[config.mk]
export PLATFORM = sky130hd
export DESIGN_NAME = regif_slave
export DESIGN_NICKNAME = d
export VERILOG_FILES = /design/src/rtl/regif_slave.sv
export SDC_FILE = /design/constraint.sdc
export NUM_CORES = 1
export LEC_CHECK = 0
export ABC_AREA = 1
export ABC_CLOCK_PERIOD_IN_PS = 2110
export CELL_PAD_IN_SITES_DETAIL_PLACEMENT = 1
export CELL_PAD_IN_SITES_GLOBAL_PLACEMENT = 2
export CORE_MARGIN = 2
export CORE_UTILIZATION = 28
export CTS_CLUSTER_DIAMETER = 80
export CTS_CLUSTER_SIZE = 30
export DETAILED_ROUTE_END_ITERATION = 8
export GPL_ROUTABILITY_DRIVEN = 0
export GPL_TIMING_DRIVEN = 0
export PLACE_DENSITY = 0.86
export SLEW_MARGIN = 20
export SYNTH_ARGS = -nofsm -noshare
export SYNTH_HDL_FRONTEND = slang
export SYNTH_SLANG_ARGS = --single-unit
export TNS_END_PERCENT = 5
[constraint.sdc]
create_clock -name reg_int_clk -period 2.11 [get_ports reg_int_clk]
set_input_delay 0.422 -clock reg_int_clk [delete_from_list [all_inputs] [get_ports reg_int_clk]]
set_output_delay 0.422 -clock reg_int_clk [all_outputs]
set_load 0.02 [all_outputs]
[src/rtl/regif_slave.sv]
// regif_slave: IPIF-style master-request register slave with an 8-word window.
// Word 0 is a read-only ID, words 1..6 are read/write, word 7 reads live status_in.
module regif_slave #(
  parameter logic [31:0] BASE_ADDR = 32'h0000_0000,
  parameter logic [31:0] ID_VALUE  = 32'h4E41_0001
) (
  input  logic         reg_int_clk,
  input  logic         reg_int_reset_n,
  input  logic         IP2Bus_MstRd_Req,
  input  logic         IP2Bus_MstWr_Req,
  input  logic [31:0]  IP2Bus_Mst_Addr,
  input  logic [3:0]   IP2Bus_Mst_BE,
  input  logic         IP2Bus_Mst_Reset,
  input  logic [31:0]  IP2Bus_MstWr_d,
  output logic         Bus2IP_Mst_CmdAck,
  output logic         Bus2IP_Mst_Cmplt,
  output logic         Bus2IP_Mst_Error,
  output logic [31:0]  Bus2IP_MstRd_d,
  output logic         Bus2IP_MstRd_src_rdy_n,
  output logic         Bus2IP_MstWr_dst_rdy_n,
  input  logic [31:0]  status_in,
  output logic [191:0] rw_regs
);

  localparam int unsigned DW   = 32;
  localparam int unsigned BEW  = DW / 8;
  localparam int unsigned NRW  = 6;
  localparam int unsigned IDXW = 3;
  localparam int unsigned RWW  = DW * NRW;

  typedef enum logic [2:0] {
    IDLE  = 3'd0,
    ACK   = 3'd1,
    WDATA = 3'd2,
    RDATA = 3'd3,
    CPL   = 3'd4
  } state_e;

  state_e            state_q, state_d;
  logic [DW-1:2]     addr_q, addr_d;
  logic [BEW-1:0]    be_q, be_d;
  logic              wr_q, wr_d;
  logic [RWW-1:0]    regs_q, regs_d;
  logic              ack_q, ack_d;
  logic              cmplt_q, cmplt_d;
  logic              err_q, err_d;
  logic [DW-1:0]     rdd_q, rdd_d;
  logic              src_rdy_n_q, src_rdy_n_d;
  logic              dst_rdy_n_q, dst_rdy_n_d;

  logic              hit_c;
  logic [IDXW-1:0]   idx_c;
  logic              rw_slot_c;
  logic              err_c;
  logic [DW-1:0]     rd_val_c;
  logic              unused_addr_lsbs;

  // Word-aligned decode: address bits [1:0] carry no meaning here.
  assign unused_addr_lsbs = ^IP2Bus_Mst_Addr[1:0];

  assign hit_c     = (addr_q[DW-1:5] == BASE_ADDR[DW-1:5]);
  assign idx_c     = addr_q[4:2];
  assign rw_slot_c = (idx_c != IDXW'(0)) && (idx_c != IDXW'(7));
  assign err_c     = !hit_c || (wr_q && !rw_slot_c);

  // Read mux for the latched address; zero on a miss.
  always_comb begin
    rd_val_c = '0;
    if (hit_c) begin
      if (idx_c == IDXW'(0)) begin
        rd_val_c = ID_VALUE;
      end else if (idx_c == IDXW'(7)) begin
        rd_val_c = status_in;
      end else begin
        for (int unsigned r = 0; r < NRW; r++) begin
          if (idx_c == IDXW'(r + 1)) rd_val_c = regs_q[r*DW +: DW];
        end
      end
    end
  end

  // Next state plus next values of every registered bus output.
  always_comb begin
    state_d     = state_q;
    addr_d      = addr_q;
    be_d        = be_q;
    wr_d        = wr_q;
    regs_d      = regs_q;
    ack_d       = 1'b0;
    cmplt_d     = 1'b0;
    err_d       = 1'b0;
    rdd_d       = '0;
    src_rdy_n_d = 1'b1;
    dst_rdy_n_d = 1'b1;

    if (IP2Bus_Mst_Reset) begin
      state_d = IDLE;
    end else begin
      unique case (state_q)
        IDLE: begin
          if (IP2Bus_MstWr_Req || IP2Bus_MstRd_Req) begin
            addr_d  = IP2Bus_Mst_Addr[DW-1:2];
            be_d    = IP2Bus_Mst_BE;
            wr_d    = IP2Bus_MstWr_Req;
            state_d = ACK;
            ack_d   = 1'b1;
          end
        end
        ACK: begin
          if (wr_q) begin
            state_d     = WDATA;
            dst_rdy_n_d = 1'b0;
          end else begin
            state_d     = RDATA;
            src_rdy_n_d = 1'b0;
            rdd_d       = rd_val_c;
          end
        end
        WDATA: begin
          // Write data is taken at the close of the dst_rdy_n beat.
          if (hit_c) begin
            for (int unsigned r = 0; r < NRW; r++) begin
              for (int unsigned b = 0; b < BEW; b++) begin
                if ((idx_c == IDXW'(r + 1)) && be_q[b]) begin
                  regs_d[r*DW + b*8 +: 8] = IP2Bus_MstWr_d[b*8 +: 8];
                end
              end
            end
          end
          state_d = CPL;
          cmplt_d = 1'b1;
          err_d   = err_c;
        end
        RDATA: begin
          state_d = CPL;
          cmplt_d = 1'b1;
          err_d   = err_c;
        end
        CPL: begin
          state_d = IDLE;
        end
        default: begin
          state_d = IDLE;
        end
      endcase
    end
  end

  always_ff @(posedge reg_int_clk or negedge reg_int_reset_n) begin
    if (!reg_int_reset_n) begin
      state_q     <= IDLE;
      addr_q      <= '0;
      be_q        <= '0;
      wr_q        <= 1'b0;
      regs_q      <= '0;
      ack_q       <= 1'b0;
      cmplt_q     <= 1'b0;
      err_q       <= 1'b0;
      rdd_q       <= '0;
      src_rdy_n_q <= 1'b1;
      dst_rdy_n_q <= 1'b1;
    end else begin
      state_q     <= state_d;
      addr_q      <= addr_d;
      be_q        <= be_d;
      wr_q        <= wr_d;
      regs_q      <= regs_d;
      ack_q       <= ack_d;
      cmplt_q     <= cmplt_d;
      err_q       <= err_d;
      rdd_q       <= rdd_d;
      src_rdy_n_q <= src_rdy_n_d;
      dst_rdy_n_q <= dst_rdy_n_d;
    end
  end

  assign Bus2IP_Mst_CmdAck      = ack_q;
  assign Bus2IP_Mst_Cmplt       = cmplt_q;
  assign Bus2IP_Mst_Error       = err_q;
  assign Bus2IP_MstRd_d         = rdd_q;
  assign Bus2IP_MstRd_src_rdy_n = src_rdy_n_q;
  assign Bus2IP_MstWr_dst_rdy_n = dst_rdy_n_q;
  assign rw_regs                = regs_q;

endmodule

### Word-level counts from Yosys, hierarchy flattened

Cells that the tools add are included.

* output and inout bits: 229
* logic and storage cells: 136
* register bits: 267
* bits of input ports: 105

* equal/unequal tests: 12
* mux-type cells: 29
* reduce and logical (&&, ||, !) cells: 60
* bitwise operators: 1

Operators by type and width (number)
* two-way mux 32 bit: 12
* AND reduction 4 bit: 24
* zero test 27 bit: 1
* logical AND 1 bit: 26
* two-way mux 1 bit: 14
* == test 3 x 2 -> 1 bit (second input constant): 4
* == test 3 bit (second input constant): 4
* one-hot mux 3 bit (3 select lines): 1
* == test 3 x 1 -> 1 bit (second input constant): 2
* zero test 3 bit: 2
* two-way mux 3 bit: 2
* != test 3 bit (second input constant): 2
* AND reduction 3 bit: 1
* nonzero test 3 bit: 1
* zero test 1 bit: 2
* logical OR 1 bit: 2
* OR reduction 2 bit: 1
* inverter 1 bit: 1

### Longest topological paths before layout

* depth after elaboration: 13
* mapped depth: 11
* gate-level depth less buffers: 9

### Worst setup path before layout

No wires, ideal clock.

* kind: flip-flop to flip-flop
* start: register addr_q[3] in the netlist's numbering
* end: register regs_q[0] (netlist: rw_regs[0])
* clock period less this slack: 1.642 ns
* path buffers: 2
* cell stages (with the launch flop): 9
* data arrival time: 1.524 ns
* slack: 0.468 ns
* setup time: 0.118 ns
* data required time: 1.992 ns
* cells stage by stage: dfrtp_1 buf_4 inv_4 nand3_2 inv_2 buf_2 nand4_1 nand2_1 nand2_1

* cells in the longest elaborated chain, start to end: 3

Ends and longest elaborated chain
* start: declaration: RTL line 40 `logic [DW-1:2] addr_q, addr_d;`
* start signal: assignment: RTL line 164 `addr_q <= addr_d;`
* == test 3 x 1 -> 1 bit: RTL line 124 `if ((idx_c == IDXW'(r + 1)) && be_q[b]) begin`
* logical AND 1 bit: RTL line 124
* AND reduction 4 bit (no source line)
* end signal: assignment: RTL line 167 `regs_q <= regs_d;`
* end: declaration: RTL line 43 `logic [RWW-1:0] regs_q, regs_d;`

Every way passes these cells.
A chain may end at the register's enable or synchronous reset.

### Final worst setup path

* start: register regs_q[0] (netlist: rw_regs[0])
* end: output port rw_regs[0]

RTL lines
* end: declaration: RTL line 22 `output logic [191:0] rw_regs`

No word-level cell between the ends.

==> results.json <==
{
  "grt_max_degree": 94,
  "tritoncts": "built",
  "slowest_stage": "clkdlybuf4s50_1",
  "coreArea_um2": 44100,
  "maxCapViolations": 0,
  "clk_pin_slew_worst_paths_ns": 0.10,
  "hold_viol": 0,
  "drt-total-wl_um": 55300,
  "syn_inst": 1557,
  "drtAntennaViolNets": 0,
  "relSlewSlack_pct": 31.2,
  "total_leakage_power_nw": 8.97,
  "routed_via_density": 4.77,
  "outcome": "completed",
  "dr.pass1.iters": 4,
  "area_delta_synth_final_pct": 43.2,
  "die_w_um": 215,
  "layout_commonest_cell": "nand2_1",
  "syn_area_um2": 12500,
  "drc_errors": 0,
  "slew_violations": 0,
  "end_kind": "output pin",
  "final_util_pct": 40.5,
  "cp.required_ns": 1.69,
  "pwr-share-comb_pct": 24.7,
  "wl_per_cell_um": 21.7,
  "root_buffer": "clkbuf_16",
  "hpwl_um": 41700,
  "worst_slew_pin_slew_ns": 1.03,
  "pwr-share-seq_pct": 42.0,
  "htreeDepth": 1,
  "port_buffers": 331,
  "setup_violations": 0,
  "crit_buf_inv": 1,
  "yosysWarnings": 0,
  "whs_ns": 0.335,
  "yosysSeqAreaShare_pct": 53.6,
  "antenna_found_initial": 3,
  "io_pins": 334,
  "r2r_start": "addr_q[4]",
  "grt_pass1_vias": 12868,
  "met2_usage_pct": 40.2,
  "cts.sinks": 267,
  "max_clock_freq_mhz": 483,
  "grt_usage_pct": 23.6,
  "vdd_ir_drop_max_mv": 0.518,
  "cell_internal_pwr_w": 0.00852,
  "gr-max-usage-layer": "met2",
  "fin_crit_ns": 2.07,
  "start_kind": "flip-flop",
  "rows": 77,
  "cpPeakStageDelay_ns": 0.68,
  "rsz0062_at_grt": "yes",
  "hp-class": "input port to async pin",
  "fill_cells": 5300,
  "clock_latency_ns": 0.55,
  "finClkSkew_ns": 0.0207,
  "synth-seq-cells": 267,
  "num_vias": 12177,
  "grt_overflow": 0,
  "power_frac_clock_pct": 33.3,
  "setup_slack_ns": 0.0400,
  "use_met1_pct": 29.4,
  "crit_fanout": 3,
  "syn_area_per_cell_um2": 8.01,
  "drive_gt1_share_pct": 11.6,
  "clockBufferDepth": 3,
  "swShare_pct": 36.7,
  "mostFrequentLayoutCells": "nand2_1 (727), clkdlybuf4s50_1 (319), dfrtp_1 (265)",
  "die_h_um": 215,
  "ys_types": 28,
  "cp-startpoint": "rw_regs[0]",
  "period_share_pct": 98.1,
  "power_switching_w": 0.00495,
  "detail_route.iter0.violations": 770,
  "grt_use_met3_pct": 5.85,
  "crit_family": "buffers and inverters",
  "numCtsBuffers": 21,
  "syn_nets": 1662,
  "fin_nets": 2050,
  "start_util_pct": 28.3,
  "worstSetupPathType": "flip-flop to output pin",
  "pre_cts_ws_ns": -0.755,
  "dieArea_um2": 46200,
  "powerDensity_nw_per_um2": 754,
  "grt_pass1_wl_um": 82800,
  "critical_path.cell_chain": "clkdlybuf4s50_1",
  "arrival_ns": 1.65
}
## stage by stage
step,setup TNS (ns),std cells,power (W),cell area [µm²]
global placement,-3179.80,2480,0.00875,16500
CTS,-13.47,2525,0.0134,17500
detailed placement,-101.66,2483,0.00884,16600
finish,0,2553,0.0135,17900
floorplan,0,1557,0.00739,12500
global route,-0.0421,2552,0.0141,17900
## power by group through the flow
stage	Clock [W]	Combinational (W)	Sequential [W]
finish	0.00449	0.00333	0.00565
global route	0.00479	0.00360	0.00569
CTS	0.00461	0.00314	0.00564
detailed placement	0	0.00310	0.00574
global placement	0	0.00303	0.00573
floorplan	0	0.00169	0.00570
## cell type report
cell class / count / area [µm²] / share of cell area, %
Inverter: 61 / 243 / 1.36
Buffer: 56 / 392 / 2.19
Sequential cell: 267 / 6680 / 37.4
Clock inverter: 15 / 221 / 1.24
Multi-Input combinational cell: 1173 / 5370 / 30.1
Antenna cell: 2 / 5.00 / 0.0280
Timing Repair Buffer: 365 / 3680 / 20.6
Tap cell: 592 / 741 / 4.15
Clock buffer: 22 / 529 / 2.96
## final timing paths
check,slack [ns],cells after the start,to
setup / recovery,0.04,1,rw_regs[0]
hold / removal,0.34,2,Bus2IP_MstRd_d[2]
setup reg to reg,0.06,8,rw_regs[3]
hold reg to reg,0.47,1,state_q[2]
max in group asynchronous,0.72,4,rw_regs[54]
min in group reg_int_clk,0.40,3,addr_q[19]
## repair_timing
item / CTS / global route
cloned: 0 / 0
setup endpoints to repair: 217 / 246
endpoints found under the hold margin: 31 / 0
pin swaps: 6 / 14
resized for setup: 32 / 92
buffers inserted: 4 / 26
hold buffers: 1 / 0
## state kept, by name, indices dropped and copies added, names as in the netlist
register	count
Bus2IP_Mst_Cmplt	1
Bus2IP_MstRd_src_rdy_n	1
addr_q	30
Bus2IP_Mst_Error	1
be_q	4
Bus2IP_Mst_CmdAck	1
rw_regs	192
state_q	3
wr_q	1
Bus2IP_MstWr_dst_rdy_n	1
Bus2IP_MstRd_d	32
## layer usage
layer	vias to the layer above	wire length [µm]
met4	0	1820
met3	81	3470
met5	-	0
li1	5768	-
met2	341	26800
met1	5987	23200
## logic make-up after synthesis
group                  Yosys count  synth area share [%]
and+or+nand+nor               1146                  41.2
DFF                            267                  53.6
buffers and inverters          117                  4.03
AOI/OAI and AO/OA               27                  1.20
## cell usage after synthesis, drive strengths merged
| cell type | n | share of area, % |
|---|---|---|
| nor2 | 86 | 2.7 |
| dfrtp | 265 | 53 |
| buf | 30 | 1.4 |
| a21boi | 1 | 0.060 |
| nand4 | 42 | 2.1 |
| or2 | 30 | 1.5 |
| nand2 | 752 | 23 |
| o21ai | 9 | 0.36 |
| clkbuf | 26 | 0.78 |
| nor3 | 29 | 3.4 |
| nand3 | 207 | 8.5 |
| dfstp | 2 | 0.42 |
| inv | 59 | 1.8 |
| clkinv | 2 | 0.060 |
| o211ai | 5 | 0.30 |
| a21oi | 12 | 0.48 |
Power figures use the tool's default switching activity.
